[src/rtl/pll_lock_detect.sv]
// PLL lock detector, reference-clock domain.
// Frequency lock is declared once the DCO control word stays steady for long enough.
// Phase lock is then declared once the phase error also stays small.
// Each lock level is dropped only after several consecutive bad samples (hysteresis).
module pll_lock_detect #(
    parameter int W              = 16,
    parameter int FREQ_LOCK_CNT  = 16,
    parameter int PHASE_LOCK_CNT = 32,
    parameter int PHASE_TOL      = 4,
    parameter int UNLOCK_CNT     = 4
) (
    input  logic         clk_ref,
    input  logic         n_rst,
    input  logic         enable,
    input  logic         sample_valid,
    input  logic [W-1:0] pherr,
    input  logic [W-1:0] ctrl_word,
    input  logic [1:0]   freq_lock_range,
    output logic         freq_locked,
    output logic         phase_locked,
    output logic [1:0]   lock_state,
    output logic         lost_lock
);

    // state | meaning
    // IDLE  | detector disabled, nothing qualified
    // ACQ   | waiting for a steady control word
    // FLOCK | frequency locked, waiting for small phase error
    // PLOCK | frequency and phase locked
    typedef enum logic [1:0] {IDLE = 2'd0, ACQ = 2'd1, FLOCK = 2'd2, PLOCK = 2'd3} state_t;

    localparam int FCW = $clog2(FREQ_LOCK_CNT + 1);
    localparam int PCW = $clog2(PHASE_LOCK_CNT + 1);
    localparam int BCW = $clog2(UNLOCK_CNT + 1);
    localparam logic [FCW-1:0] F_THR  = FCW'(FREQ_LOCK_CNT);
    localparam logic [PCW-1:0] P_THR  = PCW'(PHASE_LOCK_CNT);
    localparam logic [BCW-1:0] B_THR  = BCW'(UNLOCK_CNT);
    localparam logic [W:0]     PH_TOL = (W+1)'(PHASE_TOL);

    state_t         state, state_nxt;
    logic [FCW-1:0] freq_cnt, f_nxt, f_inc;
    logic [PCW-1:0] phase_cnt, p_nxt, p_inc, p_cand;
    logic [BCW-1:0] bad_cnt, b_nxt, b_inc, b_cand;
    logic           prev_valid, pv_nxt;
    logic [W-1:0]   ctrl_prev, cp_nxt;
    logic           lost_nxt;

    logic [W:0] ctrl_ext, prev_ext, delta, ph_ext, abs_ph, tol;
    logic       freq_ok, phase_ok;

    // Both magnitudes are kept one bit wider so neither can wrap:
    // a full-scale control-word jump and the most negative phase error both stay large.
    assign ctrl_ext = {1'b0, ctrl_word};
    assign prev_ext = {1'b0, ctrl_prev};
    assign delta    = (ctrl_ext >= prev_ext) ? (ctrl_ext - prev_ext) : (prev_ext - ctrl_ext);
    assign ph_ext   = {pherr[W-1], pherr};
    assign abs_ph   = ph_ext[W] ? (~ph_ext + 1'b1) : ph_ext;
    assign tol      = (W+1)'(2) << freq_lock_range;
    assign freq_ok  = prev_valid && (delta <= tol);
    assign phase_ok = freq_ok && (abs_ph <= PH_TOL);

    assign f_inc = (freq_cnt == F_THR)  ? freq_cnt  : freq_cnt + 1'b1;
    assign p_inc = (phase_cnt == P_THR) ? phase_cnt : phase_cnt + 1'b1;
    assign b_inc = (bad_cnt == B_THR)   ? bad_cnt   : bad_cnt + 1'b1;

    // Next-state and counter update; every state change clears all three counters.
    always_comb begin
        state_nxt = state;
        f_nxt     = freq_cnt;
        p_nxt     = phase_cnt;
        b_nxt     = bad_cnt;
        pv_nxt    = prev_valid;
        cp_nxt    = ctrl_prev;
        lost_nxt  = 1'b0;
        p_cand    = '0;
        b_cand    = '0;
        if (!enable) begin
            state_nxt = IDLE;
            f_nxt     = '0;
            p_nxt     = '0;
            b_nxt     = '0;
            pv_nxt    = 1'b0;
        end else if (state == IDLE) begin
            state_nxt = ACQ;
        end else if (sample_valid) begin
            cp_nxt = ctrl_word;
            pv_nxt = 1'b1;
            // The priming sample only establishes a reference control word.
            if (prev_valid) begin
                unique case (state)
                    ACQ: begin
                        if (!freq_ok) begin
                            f_nxt = '0;
                        end else if (f_inc == F_THR) begin
                            state_nxt = FLOCK;
                            f_nxt     = '0;
                        end else begin
                            f_nxt = f_inc;
                        end
                    end
                    FLOCK: begin
                        p_cand = phase_ok ? p_inc : '0;
                        b_cand = freq_ok ? '0 : b_inc;
                        if (b_cand == B_THR) begin
                            state_nxt = ACQ;
                            lost_nxt  = 1'b1;
                            p_nxt     = '0;
                            b_nxt     = '0;
                        end else if (p_cand == P_THR) begin
                            state_nxt = PLOCK;
                            p_nxt     = '0;
                            b_nxt     = '0;
                        end else begin
                            p_nxt = p_cand;
                            b_nxt = b_cand;
                        end
                    end
                    PLOCK: begin
                        b_cand = phase_ok ? '0 : b_inc;
                        if (b_cand == B_THR) begin
                            state_nxt = freq_ok ? FLOCK : ACQ;
                            lost_nxt  = 1'b1;
                            b_nxt     = '0;
                        end else begin
                            b_nxt = b_cand;
                        end
                    end
                    default: ;
                endcase
            end
        end
    end

    // State, counters and registered status outputs.
    always_ff @(posedge clk_ref or negedge n_rst) begin
        if (!n_rst) begin
            state        <= IDLE;
            freq_cnt     <= '0;
            phase_cnt    <= '0;
            bad_cnt      <= '0;
            prev_valid   <= 1'b0;
            ctrl_prev    <= '0;
            freq_locked  <= 1'b0;
            phase_locked <= 1'b0;
            lost_lock    <= 1'b0;
        end else begin
            state        <= state_nxt;
            freq_cnt     <= f_nxt;
            phase_cnt    <= p_nxt;
            bad_cnt      <= b_nxt;
            prev_valid   <= pv_nxt;
            ctrl_prev    <= cp_nxt;
            freq_locked  <= (state_nxt == FLOCK) || (state_nxt == PLOCK);
            phase_locked <= (state_nxt == PLOCK);
            lost_lock    <= lost_nxt;
        end
    end

    assign lock_state = state;

endmodule

[config.mk]
export PLATFORM = sky130hd
export DESIGN_NAME = pll_lock_detect
export DESIGN_NICKNAME = d
export VERILOG_FILES = /design/src/rtl/pll_lock_detect.sv
export SDC_FILE = /design/constraint.sdc
export NUM_CORES = 1
export LEC_CHECK = 0
export ABC_AREA = 1
export CAP_MARGIN = 10
export CORE_ASPECT_RATIO = 0.9
export CORE_MARGIN = 1
export CORE_UTILIZATION = 30
export CTS_CLUSTER_DIAMETER = 50
export DETAILED_ROUTE_END_ITERATION = 7
export GPL_TIMING_DRIVEN = 0
export PLACE_DENSITY = 0.55
export SLEW_MARGIN = 20
export SYNTH_ARGS = -nofsm -noshare
export SYNTH_HDL_FRONTEND = slang
export SYNTH_SLANG_ARGS = --single-unit
[constraint.sdc]
create_clock -name clk_ref -period 6.6 [get_ports clk_ref]
set_clock_uncertainty 0.15 [all_clocks]
set_input_delay 1.32 -clock clk_ref [delete_from_list [all_inputs] [get_ports clk_ref]]
set_output_delay 1.32 -clock clk_ref [all_outputs]
set_load 0.03 [all_outputs]
* After elaboration in Yosys (flattened, before gate mapping)
Index checks and enable logic that the tools add are counted.
** Word-level totals
- Output and inout port bits :: 5
- Input bits :: 38
- Register bits :: 36
- Logic and storage cells :: 99
** Operators by class
- Bitwise logic cells :: 2
- Mux-type cells :: 51
- Equal/unequal tests :: 18
- Magnitude comparators :: 3
- Reductions and logical operators :: 9
- $add $sub $neg :: 6
- Shift operators :: 1
** Operators by type and width (number)
- $mux 6 :: 9
- $mux 5 :: 8
- $mux 17 :: 2
- $sub 16x16->17 :: 2
- $mux 3 :: 10
- $mux 2 :: 10
- $add 17x1->17 const B :: 1
- $le 17x17->1 :: 1
- $le 17x3->1 const B :: 1
- $not 17->17 :: 1
- $shl 2x2->17 const A :: 1
- $ge 16x16->1 :: 1
- $eq 6x6->1 const B :: 2
- $reduce_and 4->1 :: 3
- $eq 5x5->1 const B :: 2
- $eq 3x3->1 const B :: 3
- $mux 1 :: 9
- $eq 2x2->1 const B :: 4
- $ne 2x1->1 const B :: 4
- $add 6x1->6 const B :: 1
- $pmux 2 s3 :: 1
- $pmux 3 s2 :: 1
- $add 5x1->5 const B :: 1
- $add 3x1->3 const B :: 1
- 10 further kinds :: 11

* Longest topological paths before layout
- Depth in word-level cells :: 16
- Mapped depth :: 38
- Depth with buffers taken out :: 36

* Worst setup path after synthesis
Ideal clock, no wire load.
- Path type :: input to register
- Start :: input ctrl_word[7]
- End :: register state[0], in the netlist lock_state[0]
- Arrival :: 4611 ps
- Buffers on the path :: 2
- Setup time :: 114 ps
- Stages on the path :: 35
- Path slack :: 1724 ps
- Cells stage by stage :: inv_1 -> ha_1 -> buf_4 -> nand2_4 -> inv_2 -> a21oi_4 -> nand3_2 -> nand2_4 -> nand2_8 -> buf_8 -> o21ai_0 -> xor2_1 -> inv_1 -> ha_1 -> nand2_1 -> inv_1 -> o21ai_0 -> o2bb2ai_1 -> nand2_1 -> a21oi_1 -> nand2_1 -> nor2_1 -> nand2_1 -> nor2_1 -> nand3_2 -> nand2_2 -> nor2_4 -> nand2_1 -> nand2_1 -> nand2_1 -> nand2_1 -> nand2_1 -> nand2_1 -> nand2_2 -> inv_1
** Between the ends
- Cells in the longest elaborated chain, start to end :: 14
- Elaborated cells on any way between the ends :: 23
- Those cells by class :: add/sub: 2; order compare: 2; eq/ne: 3; mux: 14; reduce/logical: 2
** Ends and longest elaborated chain
- start: declaration :: RTL line 17 : input logic [W-1:0] ctrl_word,
- $sub 16x16->17 / $ge 16x16->1 (equally long branches) :: RTL line 55 : assign delta = (ctrl_ext >= prev_ext) ? (ctrl_ext - prev_ext) : (prev_ext - ctrl_ext);
- $mux 17 (*) :: RTL line 55
- $le 17x17->1 (*) :: RTL line 59 : assign freq_ok = prev_valid && (delta <= tol);
- $logic_and 1x1->1 (*) :: RTL line 59
- $logic_and 1x1->1 :: RTL line 60 : assign phase_ok = freq_ok && (abs_ph <= PH_TOL);
- $mux 6 :: RTL line 102 : p_cand = phase_ok ? p_inc : '0;
- $eq 6x6->1 :: RTL line 109 : end else if (p_cand == P_THR) begin
- $mux 2 :: RTL line 109
- $mux 2 :: RTL line 104 : if (b_cand == B_THR) begin
- $pmux 2 s3 (*) :: RTL line 90 : unique case (state)
- $mux 2 (*) :: RTL line 89 : if (prev_valid) begin
- $mux 2 (*) :: RTL line 85 : end else if (sample_valid) begin
- $mux 2 (*) :: RTL line 83 : end else if (state == IDLE) begin
- $mux 2 (*) :: RTL line 77 : if (!enable) begin
- named net state_nxt[0] :: RTL line 40 : state_t state, state_nxt;
- end signal: assignment :: RTL line 147 : state <= state_nxt;
- end: declaration :: RTL line 40
The timed path passes the listed nets; every way through them passes the cells marked *.
A chain may end at the register's enable or synchronous reset.

* Final worst setup path
- Start :: input ctrl_word[8]
- End :: register state[0], in the netlist lock_state[0]
Same word-level chain as after synthesis.

==> results by group <==
Worst hold path
  – HP Start: ctrl_prev[7]
  – Min-Delay Path Class: reg -> reg

Synthesis
  – #FFs+latches synth: 36
  – Main synth FF type: dfrtp_1
  – Sequential area share after synthesis: 19.6%
  – Yosys Warn Count: 0
  – Syn Area/Cell: between 6 and 7 µm²
  – Post-synth EDFFs: 0
  – Mapped Area: 4590 µm²
  – Mapped Nets: 840
  – Distinct cells, synth: between 40 and 50
  – Synth async-reset ratio: 100%
  – Cells after Synth: around 760

Clock tree
  – Latest clock arrival within the worst-skew pair: 0.28 ns
  – Worst-path clk slew: 0.06 ns
  – CTS hold repair buffers: 0
  – Total CTS buffers: 5
  – TritonCTS clock tree: yes
  – CTS Root Cell: clkbuf_16
  – # Post-CTS Setup Buffers: 0
  – CTS sink count: 36
  – CTS Buffer Depth: 2
  – H-tree Lvls: 2
  – Quantity of gates resized following cts: 0

Critical path
  – CP top delay family: simple AND/OR/NAND/NOR gates
  – Critical path required time: 6.63 ns
  – Worst Path Arrival: 5.93 ns
  – Crit path from: ctrl_word[8]
  – Worst path bufs/invs: 8
  – Critical path class: in -> reg
  – Critical path's largest stage delay: 0.54 ns
  – Worst r2r src: ctrl_prev[8]
  – CP Capture Type: flip-flop
  – Crit path launch type: input pin
  – Critical-path cell with the highest stage delay: clkdlybuf4s50_1
  – CP most frequent cell: nand2_1
  – CP max FO: 10

Run status
  – Status: completed

Power
  – Pwr/cell area: 247 nW/µm²
  – Static Leak: 2.82 nW
  – Worst VDD drop: around 0.00009 V

Layout
  – Ant diodes: 0
  – Final nets: 888
  – Layout cells sized above 1: under 10%
  – P&R area growth vs syn: 17.7%
  – Design area: roughly 5400 µm²

Die
  – Initial core utilization: just over 30%
  – Core area: 14800 µm²
  – Die X: ~130 µm
  – I/O pin count: 43
  – Die area: between 15000 and 20000 µm²
  – # rows: 42
  – Die H: roughly 120 µm

Global routing
  – GRT Total Usage: 15.7%
  – Antenna violations before repair: 0
  – Largest net degree at the start of global routing: 28
  – Total grt overflow: 0
  – Global-route wire length before repair: 20.1 mm
  – Vias in the first global route: 4270

STA
  – Final setup viols: 0
  – Final Cycle Share: approximately 89%
  – Final Max Tran Viols: 0
  – Setup_tns: 0 ns
  – Fin crit period: 5.90 ns
  – FMAX: around 0.17 GHz
  – Headroom to the max-slew limit: 61.0%
  – Slew @ Worst Pin: 0.582 ns
  – Hold violation total from the final report: 0
  – RSZ-0062 raised after global routing: no

Detailed routing
  – DRC Markers: 0
  – Wire length per cell: ~12 µm
  – Vias/cell: around 4.6
  – Vias after detailed routing: 4627
  – Post-DRT Antenna Nets: 0
  – Number of detailed-route iterations in the first pass: 5
  – DR iter-0 viols: between 200 and 250
  – Routed wire length: 11.9 mm

Job
  – Number of max-cap violations: 0

Placement
  – Gpl congestion: 0.865
  – Placed instance area: 5260 µm²
  – Hpwl dp: 9.90 mm
  – Port bufs: 40
## cell type report
class / count / area (µm²)
sequential: 36 / 901
fill: 1669 / 9410
inverter: 147 / 554
buffer: 12 / 75.1
timing repair buffer: 41 / 415
multi-input combinational: 562 / 3060
clock inverter: 2 / 10.0
clock buffer: 6 / 139
tap: 198 / 248
## worst min-delay path, cell delays in order (launching register included)
cell	delay, ns
dfrtp_1	0.38
inv_1	0.07
o21ai_0	0.08
## layout by cell type (no fill, tap or decap), types with 2 or more instances in the layout
cell type / synthesis / layout
o32ai_1: 5 / 5
nor2_4: 5 / 5
nand2_1: 246 / 246
nor2_2: 7 / 7
fa_1: 2 / 2
clkinv_2: 0 / 2
o21ai_0: 39 / 39
inv_2: 7 / 7
nand2_2: 10 / 10
nand3_2: 5 / 5
a31oi_1: 2 / 2
and2_1: 3 / 3
o22ai_1: 4 / 4
buf_4: 2 / 2
xnor2_1: 4 / 4
nor2_1: 56 / 56
o21bai_1: 3 / 3
clkbuf_1: 5 / 5
nand4_1: 13 / 13
dfrtp_1: 36 / 36
a21oi_2: 2 / 2
clkdlybuf4s50_1: 0 / 39
inv_1: 139 / 139
ha_1: 43 / 43
xor2_1: 12 / 12
nor3_1: 6 / 6
buf_2: 3 / 4
clkbuf_16: 0 / 5
nand3b_1: 2 / 2
a21oi_1: 28 / 28
nand2_4: 2 / 2
nand3_1: 53 / 53
## report_power, final
group | leakage, nW | switching (W) | internal [W] | total [W]
Clock | 0.0766 | 0.0000928 | 0.000149 | 0.000242
Combinational | 2.27 | 0.000531 | 0.000296 | 0.000827
Sequential | 0.473 | 0.0000172 | 0.000248 | 0.000266
## registers in the layout, summed over array words and instances (netlist names)
signal and flops:
lock_state 2, prev_valid 1, ctrl_prev 16, lost_lock 1
freq_cnt 5, phase_locked 1, phase_cnt 6, freq_locked 1
bad_cnt 3
## layer usage
layer	global-route usage [%]	wire, µm	up-vias
met5	0	0	-
met4	6.18	335	0
met3	1.11	271	19
met2	26.3	5310	79
met1	21.0	5950	2063
li1	-	-	2466
## stage by stage
step	instances	setup WS [ns]	utilization, %	hold slack (ns)	power [W]
6_report	1004	0.696	36.5	0.421	0.00133
5_1_grt	1004	0.216	36.5	0.461	0.00147
4_1_cts	1004	0.692	36.5	0.425	0.00135
3_5_place_dp	996	0.403	35.5	0.412	0.00110
3_3_place_gp	995	0.423	35.4	0.402	0.00110
2_1_floorplan	757	1.72	-	0.366	0.000892
## path summary, 6_finish.rpt
| path | end | slack (ns) | depth (start not counted) |
|---|---|---|---|
| max in group asynchronous | ctrl_prev[3] | 5.11 | 2 |
| min | ctrl_prev[7] | 0.42 | 2 |
| max reg2reg | lock_state[0] | 1.96 | 36 |
| min reg2reg | ctrl_prev[7] | 0.42 | 2 |
| min in group asynchronous | freq_cnt[3] | 0.75 | 1 |
| max | lock_state[0] | 0.70 | 38 |
## cells by family after synthesis
group | Yosys count | share of synthesized area (%)
AND/OR/NAND/NOR | 412 | 39.8
buffers and inverters | 159 | 13.7
AO/OA/AOI/OAI | 89 | 11.3
adder cells (fa/ha/maj) | 45 | 12.6
flip-flops | 36 | 19.6
XOR/XNOR | 16 | 3.05
## cells in the mapped netlist (2+ instances only)
library cell  instances  area (µm²)
xor2_1               12         105
o32ai_1               5        43.8
nand3_1              53         265
nand2_1             246         923
nand2_2              10        62.6
a31oi_1               2        12.5
xnor2_1               4        35.0
nand3_2               5        50.1
a21oi_1              28         140
o22ai_1               4        25.0
nor3_1                6        30.0
inv_2                 7        26.3
nand4_1              13        81.3
nand3b_1              2        15.0
inv_1               139         522
clkbuf_1              5        18.8
a21oi_2               2        17.5
buf_2                 3        15.0
ha_1                 43         538
nor2_4                5        56.3
o21ai_0              39         195
nor2_1               56         210
buf_4                 2        15.0
dfrtp_1              36         901
nor2_2                7        43.8
and2_1                3        18.8
fa_1                  2        40.0
nand2_4               2        22.5
o21bai_1              3        22.5
(Power assumes the default switching activity.)
